<file path="src/rtl/pulse_sched_pkg.sv">
// Shared defaults and types for the pulse-count scheduler.
package pulse_sched_pkg;

  localparam int unsigned NCH_DEF = 8;
  localparam int unsigned CW_DEF  = 8;
  localparam int unsigned IW_DEF  = $clog2(NCH_DEF);

  typedef logic [IW_DEF-1:0] ch_idx_t;
  typedef logic [CW_DEF-1:0] count_t;

  localparam count_t COUNT_MAX = '1;

endpackage

</file>
<file path="src/rtl/pulse_count_scheduler_rr_arbiter.sv">
// Round-robin arbiter: grants the first requester at or after ptr, cyclically.
module rr_arbiter
  import pulse_sched_pkg::*;
#(
  parameter int unsigned NCH = NCH_DEF,
  localparam int unsigned IW = $clog2(NCH)
) (
  input  logic           clk,
  input  logic           rst_n,
  input  logic           en,
  input  logic [NCH-1:0] req,
  output logic           gnt_vld,
  output logic [IW-1:0]  gnt_idx
);

  logic [IW-1:0] ptr_q;
  logic [IW-1:0] idx;

  // Scan from the highest offset down so the lowest offset from ptr wins.
  // NCH is a power of two, so the IW-bit add wraps cyclically for free.
  always_comb begin
    gnt_vld = 1'b0;
    gnt_idx = '0;
    idx     = '0;
    for (int i = NCH - 1; i >= 0; i--) begin
      idx = ptr_q + i[IW-1:0];
      if (en && req[idx]) begin
        gnt_vld = 1'b1;
        gnt_idx = idx;
      end
    end
  end

  // Pointer moves just past the last granted channel; idle cycles leave it alone.
  always_ff @(posedge clk or negedge rst_n) begin
    if (!rst_n) begin
      ptr_q <= '0;
    end else if (gnt_vld) begin
      ptr_q <= gnt_idx + 1'b1;
    end
  end

endmodule

</file>
<file path="src/rtl/pulse_count_scheduler.sv">
// Multichannel pulse-counting scheduler: synchronises pulse inputs, queues
// rising edges as pending events and services them through one shared
// incrementer via a round-robin arbiter.
// Optional feature macro: PULSE_SCHED_LOST_EN (sticky lost-event flags).
module pulse_count_scheduler
  import pulse_sched_pkg::*;
#(
  parameter int unsigned NCH = NCH_DEF,
  parameter int unsigned CW  = CW_DEF,
  localparam int unsigned IW = $clog2(NCH)
) (
  input  logic           clk,
  input  logic           rst_n,
  input  logic           ena,
  input  logic [NCH-1:0] ch_in,
  input  logic           clr,
  input  logic [IW-1:0]  clr_sel,
  input  logic [IW-1:0]  rd_sel,
  output logic [CW-1:0]  rd_data,
  output logic [NCH-1:0] sat,
  output logic [NCH-1:0] lost,
  output logic           busy
);

  localparam logic [CW-1:0] CntMax = '1;
  localparam logic [CW-1:0] CntOne = CW'(1);

  logic [NCH-1:0] s1_q, s2_q, s3_q;
  logic [NCH-1:0] edge_det;
  logic [NCH-1:0] pend_q, pend_d;
  logic [NCH-1:0] gnt_oh;
  logic [NCH-1:0] sat_q;
  logic [CW-1:0]  cnt_q [NCH];
  logic [CW-1:0]  rd_q;
  logic           gnt_vld;
  logic [IW-1:0]  gnt_idx;

  // Two-flop synchroniser plus history flop; runs regardless of ena.
  always_ff @(posedge clk or negedge rst_n) begin
    if (!rst_n) begin
      s1_q <= '0;
      s2_q <= '0;
      s3_q <= '0;
    end else begin
      s1_q <= ch_in;
      s2_q <= s1_q;
      s3_q <= s2_q;
    end
  end

  assign edge_det = s2_q & ~s3_q;

  rr_arbiter #(
    .NCH (NCH)
  ) u_arb (
    .clk     (clk),
    .rst_n   (rst_n),
    .en      (ena),
    .req     (pend_q),
    .gnt_vld (gnt_vld),
    .gnt_idx (gnt_idx)
  );

  // One-hot grant and pending next state; a new edge on the granted channel re-arms it.
  always_comb begin
    gnt_oh = '0;
    if (gnt_vld) begin
      gnt_oh[gnt_idx] = 1'b1;
    end
    pend_d = (pend_q & ~gnt_oh) | (edge_det & {NCH{ena}});
  end

  // Pending-event register.
  always_ff @(posedge clk or negedge rst_n) begin
    if (!rst_n) begin
      pend_q <= '0;
    end else begin
      pend_q <= pend_d;
    end
  end

  // Count and saturation update; clear beats a same-cycle increment.
  always_ff @(posedge clk or negedge rst_n) begin
    if (!rst_n) begin
      for (int c = 0; c < NCH; c++) begin
        cnt_q[c] <= '0;
      end
      sat_q <= '0;
    end else begin
      for (int c = 0; c < NCH; c++) begin
        if (clr && (clr_sel == c[IW-1:0])) begin
          cnt_q[c] <= '0;
          sat_q[c] <= 1'b0;
        end else if (gnt_oh[c]) begin
          if (cnt_q[c] == CntMax) begin
            sat_q[c] <= 1'b1;
          end else begin
            cnt_q[c] <= cnt_q[c] + CntOne;
          end
        end
      end
    end
  end

`ifdef PULSE_SCHED_LOST_EN
  logic [NCH-1:0] lost_q;
  logic [NCH-1:0] lost_set;

  // An accepted edge finding its channel already pending (and not served now) is dropped.
  assign lost_set = edge_det & {NCH{ena}} & pend_q & ~gnt_oh;

  // Sticky lost flags, cleared together with the channel count.
  always_ff @(posedge clk or negedge rst_n) begin
    if (!rst_n) begin
      lost_q <= '0;
    end else begin
      for (int c = 0; c < NCH; c++) begin
        if (clr && (clr_sel == c[IW-1:0])) begin
          lost_q[c] <= 1'b0;
        end else if (lost_set[c]) begin
          lost_q[c] <= 1'b1;
        end
      end
    end
  end

  assign lost = lost_q;
`else
  assign lost = '0;
`endif

  // Registered read port.
  always_ff @(posedge clk or negedge rst_n) begin
    if (!rst_n) begin
      rd_q <= '0;
    end else begin
      rd_q <= cnt_q[rd_sel];
    end
  end

  assign rd_data = rd_q;
  assign sat     = sat_q;
  assign busy    = |pend_q;

endmodule

</file>
<file path="config.mk">
export PLATFORM = sky130hd
export DESIGN_NAME = pulse_count_scheduler
export DESIGN_NICKNAME = d
export VERILOG_FILES = /design/src/rtl/pulse_sched_pkg.sv /design/src/rtl/pulse_count_scheduler_rr_arbiter.sv /design/src/rtl/pulse_count_scheduler.sv
export SDC_FILE = /design/constraint.sdc
export NUM_CORES = 1
export LEC_CHECK = 0
export ABC_AREA = 1
export BUFFER_PORTS_ARGS = -buffer_cell sky130_fd_sc_hd__buf_2
export CORE_MARGIN = 2
export CORE_UTILIZATION = 55
export DETAILED_ROUTE_END_ITERATION = 8
export PLACE_DENSITY_LB_ADDON = 0.3
export SLEW_MARGIN = 20
export SYNTH_ARGS = -nofsm -noshare
export SYNTH_HDL_FRONTEND = slang
export SYNTH_SLANG_ARGS = --single-unit
</file>
<file path="constraint.sdc">
create_clock -name clk -period 8.2 [get_ports clk]
set_clock_uncertainty 0.15 [all_clocks]
set_input_delay 0.82 -clock clk [delete_from_list [all_inputs] [get_ports clk]]
set_output_delay 0.82 -clock clk [all_outputs]
set_load 0.03 [all_outputs]
</file>
==> reports/qor.csv <==
metric,value,unit
status,"finished, final reports clean",
Post-Syn Area per Cell,7.67,µm²
register area,2880,µm²
most frequent cells in the layout,"nand2_1 (227), dfrtp_1 (115), nand3_1 (100)",
final WL,15.9,mm
maximum vdd ir drop,312,µV
Synth top area share,42.1,%
Async SR Flop Fraction,100,%
DRC viols,0,
pre-CTS WS,4.81,ns
"Top FF cell, synth",dfrtp_1,
"Seq/Total Area, Yosys",42.1,%
clock sink total,115,
Setup-failing EPs final,0,
final worst setup slack,4.74,ns
post-cts sizing count,0,
Lkg Pwr,0.00398,µW
Adder-Cell Fraction of Synth Area,1.83,%
internal power component,1680,µW
setup_tns,0,ns
Final #Nets,951,
Critical Path Sink Type,flip-flop,
Post-Synth Simple-Gate Area,34.5,%
row cnt,40,
Die Area,13300,µm²
gpl congestion,0.981,
Port Buffers,34,
Synth Register Bits,115,
period utilization,42.2,%
setup repair bufs after CTS,0,
mux cell area share after synthesis,0,%
Die Height,116,µm
Longest Clk Path Bufs,2,
initial antenna violation count,0,
Final Hold Viols,0,
switching power,1620,µW
Final min period,3.46,ns
net switching share of the total power,49.0,%
unrepaired setup endpoints after global routing,false,
Skew-Pair Late Insertion Delay,0.42,ns
Starting DRT DRC Count,576,
"commonest non-fill, non-tap cell in the layout",nand2_1,
Detailed Routing Iterations Pass 1,5,
Via Count,6043,
share of power burned in registers,24.7,%
grt ovf,0,
fmax,289,MHz
Placed Area,7090,µm²
cts hold-fix bufs,0,
I/O pins,43,
Worst EP required,8.35,ns
final instance area,7700,µm²
Logic pwr share,52.0,%
Die X,116,µm
Max Cap Viol,0,
GRT Total Usage,25.5,%
CTS buffer count,17,
Post-synth EDFFs,0,
Synth Instances,892,
dominant cell type by area after synthesis,dfrtp_1,
"CTS clk-pin slew, worst paths",0.06,ns
share of cells above drive strength 1,12.9,%
Vias/cell,5.47,
largest net degree at the start of global routing,79,
TritonCTS clock tree,built,
worst-margin pin slew,0.955,ns
Synth warnings,0,
Synth Area in XOR/XNOR,6.11,%
initial core utilization,56.7,%
synth unique cells,40,
Core Area,12100,µm²
mapped cell area,6840,µm²
diode count,0,
hpwl dp,11.2,mm
H-tree depth,4,
largest family of logic cells by synthesized area,simple AND/OR/NAND/NOR gates,
Worst setup SP type,flip-flop,
power per cell area,429,nW/µm²
area of the multi-input gates,3470,µm²
Crit Path Max Fanout,12,
Area Overhead vs Synth,12.6,%
worst hold path class,flip-flop to flip-flop,
Root Buffer,clkbuf_16,
Clk pwr share,23.3,%
global-route wire length before repair,26.6,mm
Rel. slew slack,36.3,%
Area contributors post-synth,"dfrtp_1 (42%), nand2_1 (12%), nand3_1 (7.3%)",
post-route ant nets,0,
"Data arrival, critical path",3.61,ns
Compound-Gate Fraction of Synth Area,7.84,%
WL/cell,14.4,µm
vias in the first global route,5468,
critical path type,flip-flop to flip-flop,
Fillers,1048,
fin. max-slew vios,0,
## critical path: stages (launching register included)
cell and delay [ns]:
dfrtp_1 0.63, inv_2 0.22, ha_1 0.50, inv_1 0.13, nand3_1 0.14, nand3_1 0.10, nand2_2 0.10, nand2_2 0.09
nand3_1 0.10, nand3_1 0.07, nand2_1 0.07, nand2_1 0.06, nand3_1 0.08, nand3_1 0.11, nand2_4 0.19, nand3_1 0.16
nand2_1 0.13, nand2_2 0.13, nand2_1 0.10, nand2_1 0.06
## power by group through the flow
stage	Combinational (µW)	Clock, µW	Sequential (µW)
after detailed placement	1690	0	822
final	1720	771	817
after global placement	1670	0	821
after global routing	1910	807	833
after CTS	1700	779	815
after floorplan	1380	0	785
## stage by stage
step | total power (µW) | instances | utilization (%) | hold slack, ns
floorplan | 2160 | 899 | - | 0.181
global placement | 2490 | 1072 | 58.8 | 0.182
detailed placement | 2510 | 1072 | 58.8 | 0.185
CTS | 3290 | 1104 | 63.9 | 0.193
global route | 3550 | 1104 | 63.9 | 0.202
finish | 3310 | 1104 | 63.9 | 0.190
## synth_stat cells (all sizes together) (3+ instances only)
master and n:
xor2 45, o211ai 3, ha 10, a21oi 31
nor2 72, clkbuf 12, nor3 14, nand3 101
nand2 255, buf 18, a31oi 10, nand4 50
inv 86, o21ai 51, clkinv 6, dfrtp 115
## state kept, by name (all words and copies together) (netlist names)
name         cells
cnt_q           64
pend_q           8
rd_data          8
s1_q             8
s2_q             8
s3_q             8
sat              8
u_arb.ptr_q      3
## worst paths after layout
path                           startpoint        end  slack [ns]  depth (start not counted)
min in group asynchronous           rst_n  cnt_q[21]        0.21                          1
min                               s1_q[2]    s2_q[2]        0.19                          0
max reg2reg                u_arb.ptr_q[0]  cnt_q[42]        4.74                         19
max                        u_arb.ptr_q[0]  cnt_q[42]        4.74                         19
min reg2reg                       s1_q[2]    s2_q[2]        0.19                          0
max in group asynchronous           rst_n  cnt_q[52]        6.36                          2
## area by class of cell
| cell class | count | area share [%] |
|---|---|---|
| clock buffer | 21 | 5.98 |
| clock inverter | 11 | 1.98 |
| inverter | 92 | 4.53 |
| multi-input combinational | 662 | 45.1 |
| sequential | 115 | 37.4 |
| tap | 168 | 2.73 |
| timing repair buffer | 35 | 2.34 |
## logic make-up (layout without fill, tap and decap cells)
family,after synthesis,after routing
AND/OR/NAND/NOR,498,498
buffers and inverters,122,159
flip-flops,115,115
AO/OA/AOI/OAI,100,100
XOR/XNOR,46,46
adder cells (fa/ha/maj),10,10
other,1,8
## routing by layer
metal  vias up  GRT usage [%]  wire, µm  part of all wire, %
met5         -              0         0                    0
met2       202           38.2      7160                   45
met4         0           8.67       430                  2.7
met1      2811           37.1      7460                   47
li1       2999              -         -                    -
met3        31           5.39       867                  5.4
Note: power is estimated with default switching activity, not from simulation.
